$ cat config.mk
export PLATFORM = sky130hd
export DESIGN_NAME = adc_spi_responder
export DESIGN_NICKNAME = d
export VERILOG_FILES = /design/src/rtl/adc_spi_responder.sv
export SDC_FILE = /design/constraint.sdc
export NUM_CORES = 1
export LEC_CHECK = 0
export ABC_AREA = 0
export BUFFER_PORTS_ARGS = -buffer_cell sky130_fd_sc_hd__clkbuf_2
export CORE_MARGIN = 2
export CORE_UTILIZATION = 61
export DETAILED_ROUTE_END_ITERATION = 8
export PLACE_DENSITY = 0.84
export SYNTH_ARGS = -nofsm -noshare
export SYNTH_HDL_FRONTEND = slang
export SYNTH_SLANG_ARGS = --single-unit
export TNS_END_PERCENT = 20
$ cat constraint.sdc
create_clock -name clk -period 9.8 [get_ports clk]
set_clock_uncertainty 0.05 [all_clocks]
set_input_delay 1.47 -clock clk [delete_from_list [all_inputs] [get_ports clk]]
set_output_delay 1.47 -clock clk [all_outputs]
set_load 0.02 [all_outputs]
$ cat src/rtl/adc_spi_responder.sv
// adc_spi_responder
// SPI slave standing in for a 12-bit two-channel ADC. The cs_n, sclk and mosi
// pins are sampled on clk and synchronised; the 4-bit command (start, SGL, ODD,
// MSBF) is decoded; and the selected channel word is returned MSB-first on miso.
// The word is aligned so that its MSB goes out on sclk fall MSB_EDGE.
// The control outputs settle 3 clk after each pin edge.
module adc_spi_responder #(
   parameter int DATA_W      = 12,
   parameter int MSB_EDGE    = 7,
   parameter int SYNC_STAGES = 2
) (
   input  logic              clk,
   input  logic              rst,
   input  logic              cs_n,
   input  logic              sclk,
   input  logic              mosi,
   output logic              miso,
   output logic              miso_oe,
   input  logic [DATA_W-1:0] ch0_data,
   input  logic [DATA_W-1:0] ch1_data,
   output logic [2:0]        cfg,
   output logic              cfg_valid,
   output logic              frame_done,
   output logic              frame_abort
);

   localparam logic [2:0] IDLE    = 3'd0;
   localparam logic [2:0] WAIT_ST = 3'd1;
   localparam logic [2:0] CMD     = 3'd2;
   localparam logic [2:0] LEAD    = 3'd3;
   localparam logic [2:0] DATA    = 3'd4;
   localparam logic [2:0] TRAIL   = 3'd5;

   // Fall numbers (counted from the start-bit rise) carrying the MSB and the LSB
   localparam logic [4:0] MSB_FE = 5'(MSB_EDGE);
   localparam logic [4:0] LSB_FE = 5'(MSB_EDGE + DATA_W - 1);

   // Fall counter increment that sticks at its ceiling rather than wrapping
   function automatic logic [4:0] sat_inc(input logic [4:0] v);
      return (v == 5'd31) ? v : v + 5'd1;
   endfunction

   logic [SYNC_STAGES-1:0] cs_sync;
   logic [SYNC_STAGES-1:0] sclk_sync;
   logic [SYNC_STAGES-1:0] mosi_sync;
   logic                   cs_s;
   logic                   sclk_s;
   logic                   mosi_s;
   logic                   cs_p1;
   logic                   sclk_p1;

   logic [2:0]             state;
   logic [4:0]             fe_cnt;
   logic [4:0]             fe_next;
   logic [1:0]             cmd_cnt;
   logic [1:0]             cmd_sr;

   logic [DATA_W-1:0]      ch0_snap;
   logic [DATA_W-1:0]      ch1_snap;
   logic [DATA_W-1:0]      word_sr;

   logic                   cs_fall;
   logic                   sclk_rise;
   logic                   sclk_fall;
   logic                   closing;
   logic                   start_hit;
   logic                   cmd_done;
   logic                   shift_bit;

   assign cs_s   = cs_sync[SYNC_STAGES-1];
   assign sclk_s = sclk_sync[SYNC_STAGES-1];
   assign mosi_s = mosi_sync[SYNC_STAGES-1];

   // Synchronise the pins; keep one delayed copy of cs_n and sclk for edge detection.
   // The cs_n chain clears to 0, so a pin that is still low at release is not seen as a new fall.
   always_ff @(posedge clk or negedge rst) begin
      if (!rst) begin
         cs_sync   <= '0;
         sclk_sync <= '0;
         mosi_sync <= '0;
         cs_p1     <= 1'b0;
         sclk_p1   <= 1'b0;
      end else begin
         cs_sync   <= {cs_sync[SYNC_STAGES-2:0], cs_n};
         sclk_sync <= {sclk_sync[SYNC_STAGES-2:0], sclk};
         mosi_sync <= {mosi_sync[SYNC_STAGES-2:0], mosi};
         cs_p1     <= cs_s;
         sclk_p1   <= sclk_s;
      end
   end

   // Edge strobes and frame events; a cs_n rise masks any coincident sclk edge
   always_comb begin
      cs_fall   = 1'b0;
      sclk_rise = 1'b0;
      sclk_fall = 1'b0;
      closing   = 1'b0;
      start_hit = 1'b0;
      cmd_done  = 1'b0;
      shift_bit = 1'b0;
      fe_next   = sat_inc(fe_cnt);
      cs_fall   = cs_p1 & ~cs_s;
      sclk_rise = sclk_s & ~sclk_p1;
      sclk_fall = ~sclk_s & sclk_p1;
      closing   = (state != IDLE) && cs_s;
      start_hit = !cs_s && (state == WAIT_ST) && sclk_rise && mosi_s;
      cmd_done  = !cs_s && (state == CMD) && sclk_rise && (cmd_cnt == 2'd2);
      shift_bit = !cs_s && sclk_fall &&
                  (((state == LEAD) && (fe_next == MSB_FE)) || (state == DATA));
   end

   // Channel snapshot at the start bit and the outgoing word shifter
   always_ff @(posedge clk) begin
      if (start_hit) begin
         ch0_snap <= ch0_data;
         ch1_snap <= ch1_data;
      end
      if (cmd_done) begin
         word_sr <= cmd_sr[0] ? ch1_snap : ch0_snap;
      end else if (shift_bit) begin
         word_sr <= {word_sr[DATA_W-2:0], 1'b0};
      end
   end

   // Frame state machine, command decode, miso drive and status pulses
   always_ff @(posedge clk or negedge rst) begin
      if (!rst) begin
         state       <= IDLE;
         fe_cnt      <= '0;
         cmd_cnt     <= '0;
         cmd_sr      <= '0;
         miso        <= 1'b0;
         miso_oe     <= 1'b0;
         cfg         <= '0;
         cfg_valid   <= 1'b0;
         frame_done  <= 1'b0;
         frame_abort <= 1'b0;
      end else begin
         cfg_valid   <= 1'b0;
         frame_done  <= 1'b0;
         frame_abort <= 1'b0;
         if (closing) begin
            state       <= IDLE;
            miso        <= 1'b0;
            miso_oe     <= 1'b0;
            frame_done  <= (state == TRAIL);
            frame_abort <= (state == CMD) || (state == LEAD) || (state == DATA);
         end else begin
            case (state)
               IDLE: begin
                  miso <= 1'b0;
                  if (cs_fall) begin
                     state   <= WAIT_ST;
                     miso_oe <= 1'b1;
                     fe_cnt  <= '0;
                     cmd_cnt <= '0;
                  end
               end
               WAIT_ST: begin
                  if (start_hit) begin
                     state   <= CMD;
                     fe_cnt  <= '0;
                     cmd_cnt <= '0;
                  end
               end
               CMD: begin
                  if (sclk_fall) begin
                     fe_cnt <= fe_next;
                  end
                  if (sclk_rise) begin
                     cmd_sr  <= {cmd_sr[0], mosi_s};
                     cmd_cnt <= cmd_cnt + 2'd1;
                  end
                  if (cmd_done) begin
                     cfg       <= {cmd_sr, mosi_s};
                     cfg_valid <= 1'b1;
                     state     <= LEAD;
                  end
               end
               LEAD: begin
                  if (sclk_fall) begin
                     fe_cnt <= fe_next;
                     miso   <= 1'b0;
                  end
                  if (shift_bit) begin
                     miso  <= word_sr[DATA_W-1];
                     state <= DATA;
                  end
               end
               DATA: begin
                  if (shift_bit) begin
                     fe_cnt <= fe_next;
                     miso   <= word_sr[DATA_W-1];
                     if (fe_next == LSB_FE) begin
                        state <= TRAIL;
                     end
                  end
               end
               TRAIL: begin
                  if (sclk_fall) begin
                     miso <= 1'b0;
                  end
               end
               default: begin
                  state   <= IDLE;
                  miso    <= 1'b0;
                  miso_oe <= 1'b0;
               end
            endcase
         end
      end
   end

endmodule
==> flow_metrics.py, run 1 <==
metrics = {
    "timing": {
        "fin_crit_sh_pct": 28.0,
        "fin_crit_ns": 2.74,
        "setup_viol": 0,
        "timing.setup.tns_ns": 0,
        "grt_setup_unrepaired": "no",
        "max-slew-margin-rel_pct": 36.4,
        "worst_pin_slew_ns": 0.951,
        "hold_violations": 0,
        "slew_viol_final": 0,
        "max_freq_ghz": 0.365,
    },
    "synth": {
        "synth_area_per_cell_sq_um": 13.1,
        "synth_nets": 238,
        "ys_types": 50,
        "synth_seq_cells": 64,
        "synth_commonest_cells": "edfxtp_1, dfrtp_1, nand2_1",
        "async_flop_share_pct": 43.8,
        "syn_area_sq_mm": 0.00271,
        "yosysWarnings": 0,
        "synth_edf_count": 36,
        "yosysTopAreaCell": "edfxtp_1",
        "post-synth-top-count-cell": "edfxtp_1",
        "synth_area_leaders": "edfxtp_1, dfrtp_1, mux2i_1",
        "synth_top_area_share_pct": 39.9,
        "synth_ff_type": "edfxtp_1",
        "synth-seq-area-share_pct": 65.8,
        "synth_cells": 207,
    },
    "clock_tree": {
        "clock_latency_ns": 0.33,
        "path_clk_slew_ns": 0.07,
        "clockBufferDepth": 2,
        "cts_tree": "done",
        "cts_resized": 0,
        "post-cts-setup-buffers": 0,
        "cts_buffers": 9,
        "cts_root_buf": "clkbuf_8",
        "cts.sinks": 64,
        "cts_max_level": 3,
        "hold_buffers": 0,
    },
    "placement": {
        "port_buffers": 36,
        "dpl.hpwl_um": 2970,
        "dpl_cell_area_sq_mm": 0.00292,
        "gp_congestion": 0.848,
    },
    "floorplan": {
        "core.rowCount": 24,
        "num_io_pins": 37,
        "dieArea_sq_mm": 0.00499,
        "core_sq_mm": 0.00432,
        "die_w_um": 70.6,
        "start_util_pct": 62.6,
        "die_y_um": 70.6,
    },
    "routing": {
        "drcViolationCount": 0,
        "highest_layer": "met4",
        "drt_iter0_drc": 124,
        "routed_wl_um": 4410,
        "vias": 1663,
        "drt_pass1_iterations": 4,
        "drtAntennaViolNets": 0,
        "wl_met2_um": 2090,
        "routedWlPerCell_um": 14.7,
        "dr_wl_met3_um": 190,
        "via_per_inst": 5.54,
        "wl_met1_um": 2070,
    },
    "critical_path": {
        "crit_type": "flip-flop to flip-flop",
        "rr_startpoint": "state[2]",
        "start_kind": "flip-flop",
        "crit_arrival_ns": 2.66,
        "critical_path.max_fanout": 28,
        "crit_required_ns": 9.72,
        "cp-startpoint": "state[2]",
        "cp-end-kind": "flip-flop",
    },
    "min_path": {
        "min_path_type": "flip-flop to flip-flop",
        "hold_start": "mosi_sync[0]",
    },
    "power_and_ir_drop": {
        "p_leak_nw": 1.29,
        "max-vdd-ir-drop_uv": 154,
        "p_per_area_mw_per_mm2": 180,
    },
    "final_layout": {
        "nNetsFinal": 274,
        "syn_to_final_growth_pct": 14.7,
        "drive_gt1_share_pct": 27.0,
        "fin_area_sq_mm": 0.00311,
        "n_fill_cell": 301,
        "n_antenna_cell": 0,
    },
    "grt": {
        "grt_max_degree": 29,
        "grt.total_usage_pct": 20.3,
        "grt_remaining_overflow": 0,
        "grt_pass1_wl_um": 7600,
        "first_global_vias": 1655,
        "antenna_found_initial": 0,
    },
    "status": {
        "status": "finished clean",
    },
    "run": {
        "cap_violations": 0,
    },
}
## cell families after synthesis
group                    after synthesis  synth area share [%]
flip-flops                            64                  65.8
AND/OR/NAND/NOR                       54                  10.3
AO/OA/AOI/OAI                         46                  11.5
multiplexers                          20                  7.76
buffers and inverters                 18                  2.73
adder cells (fa/ha/maj)                3                  1.29
XOR/XNOR                               2                 0.647
## per-stage QoR
stage | std cells | hold WS, ns | total power, mW | worst slack, ns | util [%]
finish | 300 | 0.300 | 0.558 | 7.06 | 71.8
global route | 300 | 0.308 | 0.580 | 6.72 | 71.8
CTS | 300 | 0.302 | 0.562 | 6.96 | 71.8
detailed placement | 284 | 0.287 | 0.353 | 7.06 | 67.4
global placement | 284 | 0.283 | 0.352 | 7.07 | 67.4
floorplan | 207 | 0.281 | 0.339 | 6.16 | -
## area by class of cell
| cell class | count | area, sq um | share of cell area (%) |
|---|---|---|---|
| inverters | 6 | 22.5 | 0.725 |
| clock buffers | 12 | 165 | 5.32 |
| multi-input cells | 125 | 858 | 27.6 |
| repair buffers | 37 | 188 | 6.04 |
| flip-flops and latches | 64 | 1780 | 57.4 |
| well taps | 52 | 65.1 | 2.09 |
| clock inverters | 4 | 26.3 | 0.846 |
## flip-flops by register name, indices dropped and copies added, names as in the netlist
name	flops
cfg	3
cfg_valid	1
ch0_snap	12
ch1_snap	12
cmd_cnt	2
cmd_sr	2
cs_p1	1
cs_sync	2
fe_cnt	5
frame_abort	1
frame_done	1
miso	1
miso_oe	1
mosi_sync	2
sclk_p1	1
sclk_sync	2
state	3
word_sr	12
## per-layer routing
| metal | vias to the layer above | track usage, % |
|---|---|---|
| li1 | 838 | - |
| met5 | - | 0 |
| met4 | 0 | 6.71 |
| met3 | 6 | 7.69 |
| met1 | 784 | 27.5 |
| met2 | 35 | 31.0 |
## critical path: stages, from the launching register on
cell and delay (ns):
dfrtp_1 0.52, nor2_1 0.24, nand4_1 0.77, nand3_1 0.79
## report_power, final
part / switching (mW) / total (mW) / leakage, nW / internal, mW
registers: 0.0123 / 0.303 / 0.670 / 0.291
clock network: 0.0987 / 0.211 / 0.0988 / 0.112
logic: 0.0226 / 0.0435 / 0.519 / 0.0209
## worst paths after layout
check	end	slack (ns)	cells after the start
min reg2reg	mosi_sync[1]	0.30	0
max	word_sr[11]	7.06	3
max reg2reg	word_sr[11]	7.06	3
min	mosi_sync[1]	0.30	0
max in group asynchronous	sclk_sync[1]	8.13	1
min in group asynchronous	fe_cnt[2]	1.13	1
## cells in the final DEF (no fill, tap or decap), types with 3 or more instances in the layout
master / synthesis / final
nor2_1: 12 / 12
a21oi_1: 10 / 10
nand4_1: 3 / 3
inv_1: 6 / 6
nand2b_1: 3 / 3
nand3_1: 3 / 3
clkbuf_8: 0 / 12
edfxtp_1: 36 / 36
o21ai_0: 15 / 15
mux2i_1: 12 / 12
dfrtp_1: 28 / 28
nor3_1: 5 / 5
nand2_1: 17 / 17
clkbuf_2: 0 / 36
mux2_2: 6 / 6
No activity file was read; power rests on OpenSTA's default activity.
==> run 2: changes to the inputs <==
- CORE_UTILIZATION: 61 -> 56
- PLACE_DENSITY: 0.84 -> 0.78
- clock period: 9.8 -> 2.8 ns (I/O delays scaled with it)
==> run 2 against run 1 <==
Effect of this change:
- die area is 8.4% higher
- maximum frequency is 13% higher
- worst hold slack worse by 0.23 ns
- total power grew to 3.6 times the previous value
- final area is 1.3% higher
- critical path type unchanged
- critical endpoint is now word_sr[3]
==> flow_metrics.py, run 2 (same netlist as run 1, synthesis figures left out) <==
metrics = {
    "timing": {
        "grt_setup_unrepaired": "no",
        "setup_viol": 0,
        "fin_hold_ws_ns": 0.0695,
        "worst_pin_slew_ns": 0.696,
        "max_freq_ghz": 0.412,
        "fin_crit_sh_pct": 86.6,
        "hold_violations": 0,
        "fin_crit_ns": 2.43,
        "timing.setup.tns_ns": 0,
        "max-slew-margin-rel_pct": 53.6,
        "slew_viol_final": 0,
    },
    "clock_tree": {
        "cts_tree": "done",
        "post-cts-setup-buffers": 0,
        "clock_latency_ns": 0.33,
        "hold_buffers": 0,
        "cts_max_level": 3,
        "cts_root_buf": "clkbuf_8",
        "path_clk_slew_ns": 0.06,
        "cts_resized": 0,
        "cts.sinks": 64,
        "clockBufferDepth": 2,
        "cts_buffers": 9,
    },
    "floorplan": {
        "core_sq_mm": 0.00469,
        "start_util_pct": 57.7,
        "dieArea_sq_mm": 0.00541,
        "die_y_um": 73.5,
        "num_io_pins": 37,
        "die_w_um": 73.5,
        "core.rowCount": 25,
    },
    "final_layout": {
        "fin_cells": 305,
        "final_cell_mix": "edfxtp_1, clkbuf_2, dfrtp_1, nand2_1, o21ai_0",
        "seq_area_sq_mm": 0.00178,
        "drive_gt1_share_pct": 27.5,
        "n_antenna_cell": 0,
        "multi_input_comb_area_sq_um": 867,
        "syn_to_final_growth_pct": 16.2,
        "largestRegisters": "ch0_snap: 12 flops, ch1_snap: 12 flops, word_sr: 12 flops",
        "fin_area_sq_mm": 0.00315,
        "nNetsFinal": 277,
        "n_fill_cell": 350,
    },
    "routing": {
        "drtAntennaViolNets": 0,
        "vias": 1652,
        "routed_wl_um": 4260,
        "drcViolationCount": 0,
        "drt_pass1_iterations": 4,
        "routedWlPerCell_um": 14.0,
        "via_per_inst": 5.42,
        "drt_iter0_drc": 124,
    },
    "grt": {
        "first_global_vias": 1577,
        "grt.total_usage_pct": 18.5,
        "antenna_found_initial": 0,
        "grt_max_degree": 29,
        "grt_pass1_wl_um": 7240,
        "grt_remaining_overflow": 0,
    },
    "critical_path": {
        "crit_arrival_ns": 2.30,
        "critPathTopFamily": "simple AND/OR/NAND/NOR gates",
        "rr_startpoint": "fe_cnt[0]",
        "crit_slowest_cell": "dfrtp_1",
        "cp-end-kind": "flip-flop",
        "max_stage_delay_ns": 0.45,
        "crit_type": "flip-flop to flip-flop",
        "cp-startpoint": "fe_cnt[0]",
        "start_kind": "flip-flop",
        "cpMostUsedCell": "nand4_1",
        "crit_required_ns": 2.68,
        "critical_path.max_fanout": 12,
        "cp_num_buf_inv": 0,
        "crit_path_cell_trace": "ha_1, nand4_1, mux2_2, nand4_1, nand3_1",
    },
    "placement": {
        "dpl_cell_area_sq_mm": 0.00295,
        "port_buffers": 36,
        "gp_congestion": 0.894,
        "dp_cells": 289,
        "dpl.hpwl_um": 2990,
    },
    "power_and_ir_drop": {
        "finalPower_mw": 1.99,
        "p_per_area_mw_per_mm2": 631,
        "max-vdd-ir-drop_uv": 564,
        "p_leak_nw": 1.30,
    },
    "status": {
        "status": "finished clean",
    },
    "min_path": {
        "min_path_type": "input port to asynchronous set/reset pin",
    },
    "run": {
        "cap_violations": 0,
    },
}
==> run 2: worst paths after layout <==
kind	slack (ns)	cells after the start	end
worst min register to register	0.30	0	mosi_sync[1]
worst max-delay path	0.37	5	word_sr[3]
worst max register to register	0.37	5	word_sr[3]
worst min-delay path	0.07	1	frame_done
min in group clk	0.14	1	mosi_sync[0]
max in group asynchronous	2.18	1	cmd_cnt[1]
==> run 2: worst register-to-register path, delay by kind of cell (launching register included) <==
kind / cells / cell delay, ns
fa+ha+maj: 1 / 0.31
mux: 1 / 0.38
flops: 1 / 0.45
simple gates: 3 / 0.83
==> run 2: metrics by stage <==
stage / utilization [%] / setup WS, ns
floorplan: - / 0.171
global placement: 62.9 / 0.444
detailed placement: 62.9 / 0.370
CTS: 67.1 / 0.370
global route: 67.1 / 0.188
finish: 67.1 / 0.374
==> run 2: metal layers <==
| layer | vias up | track usage [%] | share of wire [%] |
|---|---|---|---|
| met3 | 7 | 6.72 | 5.1 |
| met2 | 37 | 28.7 | 49 |
| met5 | - | 0 | 0 |
| met4 | 0 | 8.08 | 1.6 |
| li1 | 847 | - | - |
| met1 | 761 | 23.3 | 44 |
==> run 2: final cells by class <==
class | instances | area share, %
timing repair buffer | 40 | 6.68
clock inverter | 5 | 1.79
sequential | 64 | 56.6
clock buffer | 11 | 4.49
tap | 54 | 2.15
multi-input combinational | 125 | 27.6
inverter | 6 | 0.716
==> run 2: report_power, final <==
| part | total, mW | switching (mW) | internal, mW |
|---|---|---|---|
| Sequential | 1.06 | 0.0390 | 1.02 |
| Combinational | 0.163 | 0.0873 | 0.0753 |
| Clock | 0.766 | 0.332 | 0.434 |
